File: src/rtl/btn_event_decoder_pkg.sv
// ============================================================================
// btn_event_decoder_pkg: shared state encodings and timer commands.
// Revision: 1.0
// ============================================================================
`default_nettype none

package btn_event_decoder_pkg;

    // Encodings are also decoded by the shutdown controller; keep values fixed.
    typedef enum logic [2:0] {
        ST_IDLE   = 3'd0,
        ST_PRESS1 = 3'd1,
        ST_WAIT2  = 3'd2,
        ST_PRESS2 = 3'd3,
        ST_LONG   = 3'd4
    } state_e;

    typedef enum logic [1:0] {
        TMR_HOLD  = 2'd0,
        TMR_CLEAR = 2'd1,
        TMR_LOAD1 = 2'd2,
        TMR_INC   = 2'd3
    } tmr_op_e;

endpackage

`default_nettype wire

File: src/rtl/btn_event_decoder_cycle_timer.sv
// ============================================================================
// btn_event_decoder_cycle_timer: cycle counter with clear, load-1, increment
// and an equality terminal-count compare.  Revision: 1.0
// ============================================================================
`default_nettype none

module btn_event_decoder_cycle_timer
    import btn_event_decoder_pkg::*;
#(
    parameter int CNT_WIDTH = 26
) (
    input  logic                 clk,
    input  logic                 rst_n,
    input  tmr_op_e              op,
    input  logic [CNT_WIDTH-1:0] term,
    output logic                 at_term
);

    logic [CNT_WIDTH-1:0] cnt_d;
    logic [CNT_WIDTH-1:0] cnt_q;

    always_comb begin
        cnt_d = cnt_q;
        case (op)
            TMR_CLEAR: cnt_d = '0;
            TMR_LOAD1: cnt_d = CNT_WIDTH'(1);
            TMR_INC:   cnt_d = cnt_q + CNT_WIDTH'(1);
            default:   cnt_d = cnt_q;
        endcase
    end

    always_ff @(posedge clk or negedge rst_n) begin
        if (!rst_n) begin
            cnt_q <= '0;
        end else begin
            cnt_q <= cnt_d;
        end
    end

    assign at_term = (cnt_q == term);

endmodule

`default_nettype wire

File: src/rtl/btn_event_decoder.sv
// ============================================================================
// btn_event_decoder: classifies the debounced button into short, double and
// long press events plus a held level.  Revision: 1.0
// ============================================================================
`default_nettype none

module btn_event_decoder
    import btn_event_decoder_pkg::*;
#(
    parameter int CNT_WIDTH   = 26,
    parameter int LONG_CYCLES = 50_000_000,
    parameter int GAP_CYCLES  = 12_500_000
) (
    input  logic clk,
    input  logic rst_n,
    input  logic btn_level,
    input  logic enable,
    output logic short_press,
    output logic double_press,
    output logic long_press,
    output logic held,
    output logic busy
);

    localparam logic [CNT_WIDTH-1:0] LONG_TERM = CNT_WIDTH'(LONG_CYCLES - 1);
    localparam logic [CNT_WIDTH-1:0] GAP_TERM  = CNT_WIDTH'(GAP_CYCLES);

    state_e               state_d, state_q;
    logic                 btn_prev_q;
    logic                 short_d, short_q;
    logic                 double_d, double_q;
    logic                 long_d, long_q;
    logic                 held_d, held_q;
    logic                 busy_d, busy_q;
    tmr_op_e              tmr_op;
    logic [CNT_WIDTH-1:0] tmr_term;
    logic                 at_term;
    logic                 rise;

    assign rise = btn_level & ~btn_prev_q;

    btn_event_decoder_cycle_timer #(
        .CNT_WIDTH (CNT_WIDTH)
    ) u_timer (
        .clk     (clk),
        .rst_n   (rst_n),
        .op      (tmr_op),
        .term    (tmr_term),
        .at_term (at_term)
    );

    always_comb begin
        state_d  = state_q;
        short_d  = 1'b0;
        double_d = 1'b0;
        long_d   = 1'b0;
        held_d   = held_q;
        tmr_op   = TMR_HOLD;
        tmr_term = (state_q == ST_WAIT2) ? GAP_TERM : LONG_TERM;

        if (!enable) begin
            state_d = ST_IDLE;
            held_d  = 1'b0;
            tmr_op  = TMR_CLEAR;
        end else begin
            case (state_q)
                ST_IDLE: begin
                    if (rise) begin
                        state_d = ST_PRESS1;
                        tmr_op  = TMR_LOAD1;
                    end
                end
                ST_PRESS1: begin
                    if (!btn_level) begin
                        state_d = ST_WAIT2;
                        tmr_op  = TMR_LOAD1;
                    end else if (at_term) begin
                        state_d = ST_LONG;
                        long_d  = 1'b1;
                        held_d  = 1'b1;
                    end else begin
                        tmr_op = TMR_INC;
                    end
                end
                ST_WAIT2: begin
                    // A high sample wins even on the terminal gap count.
                    if (btn_level) begin
                        state_d = ST_PRESS2;
                        tmr_op  = TMR_LOAD1;
                    end else if (at_term) begin
                        state_d = ST_IDLE;
                        short_d = 1'b1;
                        tmr_op  = TMR_CLEAR;
                    end else begin
                        tmr_op = TMR_INC;
                    end
                end
                ST_PRESS2: begin
                    if (!btn_level) begin
                        state_d  = ST_IDLE;
                        double_d = 1'b1;
                        tmr_op   = TMR_CLEAR;
                    end else if (at_term) begin
                        state_d = ST_LONG;
                        long_d  = 1'b1;
                        held_d  = 1'b1;
                    end else begin
                        tmr_op = TMR_INC;
                    end
                end
                ST_LONG: begin
                    if (!btn_level) begin
                        state_d = ST_IDLE;
                        held_d  = 1'b0;
                        tmr_op  = TMR_CLEAR;
                    end
                end
                default: begin
                    state_d = ST_IDLE;
                    held_d  = 1'b0;
                    tmr_op  = TMR_CLEAR;
                end
            endcase
        end

        busy_d = (state_d != ST_IDLE);
    end

    // btn_prev resets high so a button held through reset never counts as a rise.
    always_ff @(posedge clk or negedge rst_n) begin
        if (!rst_n) begin
            state_q    <= ST_IDLE;
            btn_prev_q <= 1'b1;
            short_q    <= 1'b0;
            double_q   <= 1'b0;
            long_q     <= 1'b0;
            held_q     <= 1'b0;
            busy_q     <= 1'b0;
        end else begin
            state_q    <= state_d;
            btn_prev_q <= btn_level;
            short_q    <= short_d;
            double_q   <= double_d;
            long_q     <= long_d;
            held_q     <= held_d;
            busy_q     <= busy_d;
        end
    end

    assign short_press  = short_q;
    assign double_press = double_q;
    assign long_press   = long_q;
    assign held         = held_q;
    assign busy         = busy_q;

endmodule

`default_nettype wire

File: config.mk
export PLATFORM = sky130hd
export DESIGN_NAME = btn_event_decoder
export DESIGN_NICKNAME = d
export VERILOG_FILES = /design/src/rtl/btn_event_decoder_pkg.sv /design/src/rtl/btn_event_decoder_cycle_timer.sv /design/src/rtl/btn_event_decoder.sv
export SDC_FILE = /design/constraint.sdc
export NUM_CORES = 1
export LEC_CHECK = 0
export BUFFER_PORTS_ARGS = -buffer_cell sky130_fd_sc_hd__buf_2
export CORE_UTILIZATION = 50
export CTS_BUF_LIST = sky130_fd_sc_hd__clkbuf_8
export CTS_CLUSTER_DIAMETER = 100
export DETAILED_ROUTE_END_ITERATION = 10
export PLACE_DENSITY = 0.67
export SLEW_MARGIN = 0
export SYNTH_ARGS = -nofsm -noshare
export SYNTH_HDL_FRONTEND = slang
export SYNTH_SLANG_ARGS = --single-unit
File: constraint.sdc
create_clock -name clk -period 4.3 [get_ports clk]
set_input_delay 0.43 -clock clk [delete_from_list [all_inputs] [get_ports clk]]
set_output_delay 0.43 -clock clk [all_outputs]
set_load 0.01 [all_outputs]
==> reports/results.ini <==
[outcome]
status = finished, final reports clean

[clock_network]
cts_buffer_depth = 2
cts_htree_levels = 2
clkTransAtPathRegs_ns = 0.07
cts_setup_buffers = 0
clk-insertion-delay-late_ns = 0.29
postCtsHoldBufs = 0
root_buffer = clkbuf_8
cts.sinks = 35
numCtsBuffers = 5
tritoncts = done
cts_resized = 0

[timing]
period_minus_slack_ns = 2.57
fin_crit_sh = 0.599
fin_tns_setup_ns = 0
max_freq_mhz = 389
hold_violations = 0
finalSetupViolCount = 0
tightest_slew_ns = 1.17
rsz0062_at_grt = no
finalMaxSlewViolations = 0
skew_ns = 0.00618
slew_headroom = 0.219

[final_layout]
drive_gt1_frac = 0.205
final_util = 0.569
area_delta_synth_final_pct = 5.94
layout.nets = 263
diodes = 0

[routing]
vias_per_cell = 6.31
via_count = 1963
routed_wl_um = 5090
drt-initial-drc-count = 170
dr.pass1.iters = 4
drt-wirelength-per-cell_um = 16.4
drc = 0
antenna_left = 0

[run]
drv_cap = 0

[critical_path]
critPathKind = flop to flop
critPathRequiredTime_ns = 4.50
reg2reg_to = u_timer.cnt_q[4]
r2r_cells = 5
path_cells = nor2b_1 > a221oi_2 > a21boi_4 > nand2_2 > o221ai_2
arrival_ns = 2.77
critPathCaptureType = flop
rr_startpoint = state_q[0]
rrSetupSlack_ns = 1.73
slowest_delay_ns = 0.69
cp-start-kind = flop
crit_fanout = 28
cp_slowest_cell = a21boi_4

[floorplanning]
die_area_um2 = 5080
rows = 24
die_height_um = 71.3
die_x_um = 71.3
ios = 9
initial_core_util = 0.537
core_area_um2 = 4470

[logic_synthesis]
synth_nets = 262
synth_seq_cells = 35
ys_types = 53
synthFlopType = dfrtp_1
seq_area_frac_synth = 0.365
synth_edf_count = 0
synth_warnings = 0
synth_area_um2 = 2400
synthArstFlopShare = 1.00
syn_inst = 257
synth.avg_cell_area_um2 = 9.34

[placed_design]
numPortBuffers = 8
gp_congestion = 0.794
hpwl_um = 3410

[worst_hold_path]
hold_path_class = input port to asynchronous set/reset pin

[global_route]
overflow = 0
grt_first_pass_wirelength_um = 9150
grt_usage = 0.227
antenna_found_initial = 0
grt_max_degree = 36
grt_pass1_vias = 1887

[power]
powerDensity_nw_per_um2 = 279
p_leak_nw = 0.955
vdd_drop_max_v = 0.000128

[routing by layer]
| layer | wire length [um] | part of all wire | up-vias | global-route usage |
|---|---|---|---|---|
| li1 | - | - | 980 | - |
| met1 | 2640 | 0.52 | 952 | 0.333 |
| met2 | 2240 | 0.44 | 26 | 0.342 |
| met3 | 153 | 0.030 | 5 | 0.0436 |
| met4 | 53 | 0.010 | 0 | 0.0644 |
| met5 | 0 | 0 | - | 0 |
[registers in the layout, summed over array words and instances (netlist names)]
name,count
busy,1
double_press,1
btn_prev_q,1
state_q,3
short_press,1
held,1
long_press,1
u_timer.cnt_q,26
[cell usage after synthesis, types with 2 or more instances]
cell type	count	area (um^2)
nor4_1	2	12.5
dfrtp_1	34	851
buf_2	7	35.0
a221o_1	3	30.0
o21ai_1	8	40.0
o211ai_2	3	37.5
clkbuf_1	4	15.0
or3_1	3	18.8
inv_1	23	86.3
and3_1	4	25.0
and4_1	6	52.6
nand2_1	18	67.6
or2_2	2	12.5
o211ai_1	3	22.5
or3b_1	2	17.5
nor2b_1	3	18.8
a31oi_1	4	25.0
nor3_1	7	35.0
o2111ai_1	2	17.5
nand2b_1	9	56.3
o21ai_0	5	25.0
nand4_1	17	106
nor4_2	3	37.5
and2_1	3	18.8
o221ai_2	17	255
or4_1	2	15.0
a21oi_1	2	10.0
buf_6	2	22.5
nand3_1	19	95.1
buf_4	2	15.0
nor2_1	15	56.3
nor3b_1	2	15.0
[through the flow]
| step | power (mW) | setup WS [ns] | hold WS (ns) | cell area [um^2] | std cells |
|---|---|---|---|---|---|
| 6_report | 0.709 | 1.73 | 0.218 | 2540 | 311 |
| 5_1_grt | 0.741 | 1.47 | 0.292 | 2540 | 311 |
| 4_1_cts | 0.722 | 1.71 | 0.246 | 2540 | 311 |
| 3_5_place_dp | 0.408 | 1.64 | 0.519 | 2430 | 303 |
| 3_3_place_gp | 0.408 | 1.69 | 0.501 | 2430 | 303 |
| 2_1_floorplan | 0.392 | 2.45 | 0.134 | 2400 | 257 |
[worst max-delay path: cells and delay by family (launching register included)]
kind	cells	cell delay (ns)
compound gates	3	1.30
simple gates	2	0.69
flops	1	0.48
[worst max path at each step]
stage / start / endpoint / slack (ns) / cells after the start
2_1_floorplan: btn_level / u_timer.cnt_q[19] / 2.45 / 6
3_3_place_gp: btn_level / u_timer.cnt_q[4] / 1.69 / 6
3_5_place_dp: btn_level / u_timer.cnt_q[4] / 1.64 / 6
4_1_cts: state_q[0] / u_timer.cnt_q[4] / 1.71 / 5
5_1_grt: state_q[1] / u_timer.cnt_q[5] / 1.47 / 5
6_report: state_q[0] / u_timer.cnt_q[4] / 1.73 / 5
[placed cells by master (no fill, tap or decap), types with 5 or more instances in the layout]
cell type / count
dfrtp_1: 34
inv_1: 23
nand3_1: 19
nand2_1: 18
nand4_1: 17
o221ai_2: 17
nor2_1: 15
nand2b_1: 9
o21ai_1: 8
buf_2: 8
nor3_1: 7
and4_1: 6
clkbuf_8: 6
o21ai_0: 5
[area by class of cell]
| type | count | area (um^2) |
|---|---|---|
| fillers | 378 | 1930 |
| multi-input cells | 184 | 1350 |
| flip-flops and latches | 35 | 877 |
| inverters | 23 | 86.3 |
| clock buffers | 6 | 82.6 |
| well taps | 52 | 65.1 |
| repair buffers | 9 | 47.5 |
| clock inverters | 2 | 35.0 |
[cells by family after synthesis]
kind of cell,after synthesis,synth area share
simple gates,128,0.325
compound gates,55,0.232
buf+inv,38,0.0724
flops,35,0.365
fa+ha+maj,1,0.00521
[where the power goes]
group	internal, mW	switching, mW
Sequential	0.334	0.00730
Clock	0.188	0.120
Combinational	0.0158	0.0443
Total	0.537	0.171
Power figures use the tool's default switching activity.
